[src/rtl/linebuf_pkg.sv]
// Shared defaults and helpers for the line-buffer controller.
// Build option: LINEBUF_STATS_EN enables the frame/restart/overflow counters.
package linebuf_pkg;

  localparam int LB_LINES      = 4;
  localparam int LB_LINE_IDX_W = 2;
  localparam int LB_CHAR_W     = 11;
  localparam int STAT_W        = 16;

  function automatic logic [STAT_W-1:0] sat_inc(input logic [STAT_W-1:0] v);
    return (v == '1) ? v : v + STAT_W'(1);
  endfunction

endpackage

[src/rtl/linebuf_len_regs.sv]
// Per-line committed byte-length storage: one commit write port, one async read port.
module linebuf_len_regs
  import linebuf_pkg::*;
#(
  parameter int LINES = LB_LINES,
  parameter int IDX_W = LB_LINE_IDX_W,
  parameter int LEN_W = LB_CHAR_W + 1
) (
  input  logic             clk,
  input  logic             rst,
  input  logic             we,
  input  logic [IDX_W-1:0] waddr,
  input  logic [LEN_W-1:0] wdata,
  input  logic [IDX_W-1:0] raddr,
  output logic [LEN_W-1:0] rdata
);

  logic [LEN_W-1:0] mem [LINES];

  always_ff @(posedge clk) begin
    if (rst) begin
      for (int i = 0; i < LINES; i++) mem[i] <= '0;
    end else if (we) begin
      mem[waddr] <= wdata;
    end
  end

  assign rdata = mem[raddr];

endmodule

[src/rtl/linebuf_ctrl.sv]
// Line-buffer controller: hands free BRAM lines to the writer, commits them with length, releases on rd_done.
// Build option: LINEBUF_STATS_EN adds saturating frame/restart/overflow counters.
module linebuf_ctrl
  import linebuf_pkg::*;
#(
  parameter int LINES      = LB_LINES,
  parameter int LINE_IDX_W = LB_LINE_IDX_W,
  parameter int CHAR_W     = LB_CHAR_W
) (
  input  logic                       clk,
  input  logic                       rst,
  input  logic                       wr_char_incr,
  input  logic                       wr_newline,
  input  logic                       wr_restart_line,
  output logic                       greenflag,
  output logic [LINE_IDX_W+CHAR_W-1:0] wr_addr,
  output logic                       ovf_drop,
  output logic                       rd_valid,
  output logic [LINE_IDX_W-1:0]      rd_line,
  output logic [CHAR_W:0]            rd_len,
  input  logic                       rd_done,
  output logic [STAT_W-1:0]          stat_frames,
  output logic [STAT_W-1:0]          stat_restarts,
  output logic [STAT_W-1:0]          stat_ovf
);

  localparam int USED_W = LINE_IDX_W + 1;
  localparam logic [CHAR_W-1:0] CHAR_MAX = '1;

  logic [LINE_IDX_W-1:0] wr_ptr, rd_ptr;
  logic [USED_W-1:0]     used;
  logic [CHAR_W-1:0]     char_cnt;
  logic                  ovf;
  logic                  ovf_drop_q;

  logic full, accept, restart, newline, incr, commit, discard, rel;
  logic [CHAR_W:0] commit_len;

  // All writer strobes are ignored while every line is occupied.
  always_comb begin
    full    = (used == USED_W'(LINES));
    accept  = !full;
    restart = accept && wr_restart_line;
    newline = accept && wr_newline && !wr_restart_line;
    incr    = accept && wr_char_incr && !wr_newline && !wr_restart_line;
    commit  = newline && !ovf;
    discard = newline && ovf;
    rel     = rd_done && (used != '0);
    commit_len = {1'b0, char_cnt} + (CHAR_W+1)'(1);
  end

  always_ff @(posedge clk) begin
    if (rst) begin
      wr_ptr     <= '0;
      rd_ptr     <= '0;
      used       <= '0;
      char_cnt   <= '0;
      ovf        <= 1'b0;
      ovf_drop_q <= 1'b0;
    end else begin
      if (restart || newline) begin
        char_cnt <= '0;
        ovf      <= 1'b0;
      end else if (incr) begin
        // Past the line end the count sticks, so extra beats overwrite the last byte.
        if (char_cnt != CHAR_MAX) char_cnt <= char_cnt + CHAR_W'(1);
        else                      ovf      <= 1'b1;
      end
      if (commit) wr_ptr <= wr_ptr + LINE_IDX_W'(1);
      if (rel)    rd_ptr <= rd_ptr + LINE_IDX_W'(1);
      case ({commit, rel})
        2'b10:   used <= used + USED_W'(1);
        2'b01:   used <= used - USED_W'(1);
        default: used <= used;
      endcase
      ovf_drop_q <= discard;
    end
  end

  linebuf_len_regs #(
    .LINES (LINES),
    .IDX_W (LINE_IDX_W),
    .LEN_W (CHAR_W + 1)
  ) u_len_regs (
    .clk   (clk),
    .rst   (rst),
    .we    (commit),
    .waddr (wr_ptr),
    .wdata (commit_len),
    .raddr (rd_ptr),
    .rdata (rd_len)
  );

  assign greenflag = !full;
  assign wr_addr   = {wr_ptr, char_cnt};
  assign ovf_drop  = ovf_drop_q;
  assign rd_valid  = (used != '0);
  assign rd_line   = rd_ptr;

`ifdef LINEBUF_STATS_EN
  logic [STAT_W-1:0] frames_q, restarts_q, ovf_q;

  always_ff @(posedge clk) begin
    if (rst) begin
      frames_q   <= '0;
      restarts_q <= '0;
      ovf_q      <= '0;
    end else begin
      if (commit)  frames_q   <= sat_inc(frames_q);
      if (restart) restarts_q <= sat_inc(restarts_q);
      if (discard) ovf_q      <= sat_inc(ovf_q);
    end
  end

  assign stat_frames   = frames_q;
  assign stat_restarts = restarts_q;
  assign stat_ovf      = ovf_q;
`else
  assign stat_frames   = '0;
  assign stat_restarts = '0;
  assign stat_ovf      = '0;
`endif

endmodule

[config.mk]
export PLATFORM = sky130hd
export DESIGN_NAME = linebuf_ctrl
export DESIGN_NICKNAME = d
export VERILOG_FILES = /design/src/rtl/linebuf_pkg.sv /design/src/rtl/linebuf_len_regs.sv /design/src/rtl/linebuf_ctrl.sv
export SDC_FILE = /design/constraint.sdc
export NUM_CORES = 1
export LEC_CHECK = 0
export CAP_MARGIN = 25
export CORE_MARGIN = 4
export CORE_UTILIZATION = 54
export DETAILED_ROUTE_END_ITERATION = 6
export PLACE_DENSITY = 0.85
export SLEW_MARGIN = 20
export SYNTH_ARGS = -nofsm -noshare
export SYNTH_HDL_FRONTEND = slang
export SYNTH_HIERARCHICAL = 1
export SYNTH_SLANG_ARGS = --single-unit
[constraint.sdc]
create_clock -name clk -period 5.03 [get_ports clk]
set_input_delay 0.503 -clock clk [delete_from_list [all_inputs] [get_ports clk]]
set_output_delay 0.503 -clock clk [all_outputs]
set_load 0.05 [all_outputs]
==> impl_metrics.yaml <==
synth:
  synth_cells: 298
  synth.largest_area_cell: "edfxtp_1"
  yosysTopAreaCellShare_pct: 39.6
  ys_warn_count: 6
  synthTopCellsByArea: "edfxtp_1 40%, dfxtp_1 11%, buf_4 10%"
  seq_area_frac_synth_pct: 50.5
  yosysUniqueCellTypes: 43
  async_reset_ff_share_pct: 0
  synth-seq-cells: 68
  synth.avg_cell_area_um2: 12.2
  yosys_most_used_dff: "edfxtp_1"
  synth_area_um2: 3640
  synth_edf_count: 48
pwr:
  power_density_nw_per_um2: 431
  vdd_drop_max_uv: 241
  p_leak_nw: 1.54
timing:
  whs_ps: 524
  relSlewSlack_pct: 47.4
  hold_violations: 0
  skew_ps: 6.17
  fin_setup_tns_ps: 0
  tightest_slew_ps: 787
  setup_slack_ps: 2100
  finalSetupViolCount: 0
  slew_viol_final: 0
  timing.fmax_ghz: 0.341
  fin_crit_sh_pct: 58.2
  finalCriticalPeriod_ps: 2930
  rsz0062_at_grt: "no"
clock_tree:
  clk_latency_ps: 340
  clock-root-buffer: "clkbuf_8"
  htreeDepth: 3
  cts_buffers: 9
  clk_pin_slew_ps: 80
  cts_hold_buffers: 0
  clock_sinks: 68
  cts_resized: 0
  post_cts.repair.setup_buffers: 0
  cts_tree: "built"
  cts_buffer_depth: 2
floorplan:
  die_y_um: 90.1
  start_util_pct: 56.4
  core_area_um2: 6460
  die-area_um2: 8130
  num_io_pins: 84
  die_w_um: 90.1
  rows: 29
global_route:
  grt_util_all_layers_pct: 17.0
  grt_pass1_wl_um: 10800
  overflow: 0
  grt_pass1_vias: 2118
  antenna_found_initial: 0
  grt_max_degree: 19
drt:
  drtPass1Iterations: 4
  routed_wl_um: 6750
  drc: 0
  drtAntennaViolNets: 0
  vias: 2156
  wl_per_cell_um: 16.3
  vias_per_cell: 5.20
  drt_iter0_drc: 105
finish:
  fin_nets: 342
  final-instance-count-excl-fill: 415
  antennaDiodeCount: 0
  drive_above_1_share_pct: 16.0
  area_growth_pct: 12.3
  mostFrequentLayoutCells: "48 x conb_1, 48 x edfxtp_1, 35 x clkdlybuf4s50_1, 34 x and2_1, 20 x dfxtp_1"
worst_setup_path:
  critPathBufInv: 2
  critPathMaxFanout: 9
  crit_type: "flip-flop to primary output"
  worstRegToRegCells: 10
  crit_path_end_kind: "primary output"
  r2r-end: "used[2]"
  reg2reg_setup_slack_ps: 2430
  cp.depth: 3
  crit_chain: "buf_8, mux4_2, clkdlybuf4s50_1"
  crit_arrival_ps: 2430
  crit_path_end: "rd_len[3]"
  slowest_delay_ps: 720
  path_delay_family: "buffers and inverters"
  startpoint: "rd_line[0]"
  cp_data_required_time_ps: 4530
  crit_slowest_cell: "clkdlybuf4s50_1"
  r2r_start: "used[2]"
  start_kind: "flip-flop"
placed_design:
  pre_cts_ws_ps: 2100
  gp_congestion: 0.805
  dp.cells: 398
  post-dp-hpwl_um: 4620
  numPortBuffers: 35
min_path:
  hold_path_class: "flip-flop to flip-flop"
  hold_depth: 2
outcome:
  status: "completed"
job:
  maxCapViolations: 0
## through the flow
stage          instance area (µm²)  util, %  total power, mW
2_1_floorplan                 3820        -             1.13
3_3_place_gp                  3830     59.3             1.22
3_5_place_dp                  3830     59.3             1.23
4_1_cts                       4070     63.0             1.76
5_1_grt                       4090     63.3             1.83
6_report                      4090     63.3             1.76
## power breakdown
| part | leakage, nW | switching, mW | internal [mW] |
|---|---|---|---|
| sequential | 0.662 | 0.0413 | 0.634 |
| clock | 0.115 | 0.209 | 0.327 |
| combinational | 0.761 | 0.359 | 0.190 |
| total | 1.54 | 0.610 | 1.15 |
## layout make-up
cell class,count,area [µm²]
clock buffers,9,124
clock inverters,7,115
fillers,485,2370
inverters,10,37.5
multi-input cells,207,1500
flip-flops and latches,68,1840
well taps,77,96.3
repair buffers,37,373
## cell families (layout without fill, tap and decap cells)
logic type / after synthesis / count (layout) / synth area share [%]
and+or+nand+nor: 98 / 98 / 18.2
buffers and inverters: 70 / 63 / 13.2
DFF: 68 / 68 / 50.5
AOI/OAI and AO/OA: 32 / 32 / 6.01
xor gates and xnor gates: 14 / 14 / 3.37
muxes: 12 / 12 / 7.42
adders and majority gates: 3 / 3 / 1.24
other: 1 / 48 / 0.103
## worst min-delay path by stage
stage                     startpoint  end  slack, ps
after floorplan                  ovf  ovf        460
after global placement           ovf  ovf        490
after detailed placement         ovf  ovf        510
after CTS                        ovf  ovf        530
after global routing             ovf  ovf        550
final                            ovf  ovf        520
## flip-flops by register name (all words and copies together) (netlist names)
| register | cells |
|---|---|
| char_cnt | 11 |
| u_len_regs/mem | 48 |
| used | 3 |
| ovf | 1 |
| wr_ptr | 2 |
| ovf_drop | 1 |
| rd_line | 2 |
## routing by layer
layer / global-route usage, % / vias up / wire, µm
li1: - / 1042 / -
met1: 20.4 / 1036 / 2850
met2: 28.7 / 68 / 3390
met3: 3.76 / 10 / 384
met4: 8.55 / 0 / 127
met5: 0 / - / 0
## worst min-delay path, cell delays in order, from the launching register on
cell and delay [ps]:
dfxtp_1 360, a41oi_1 50, nor2_1 70
## synth_stat cells (2+ instances only)
cell / count
o31ai_1: 5
buf_6: 4
edfxtp_1: 48
o21ai_0: 3
ha_1: 2
clkbuf_1: 5
mux4_2: 12
buf_4: 49
and3_1: 3
nand2_1: 5
and4bb_1: 2
a21o_1: 3
and2_4: 15
inv_1: 10
a41oi_1: 2
or3_1: 2
o221a_2: 2
xnor2_1: 9
nand3_1: 9
or4_1: 5
dfxtp_1: 20
xor2_1: 5
a21oi_1: 12
and2_1: 34
and4_1: 2
nor2_1: 12
a31o_2: 2
(Power assumes the default switching activity.)
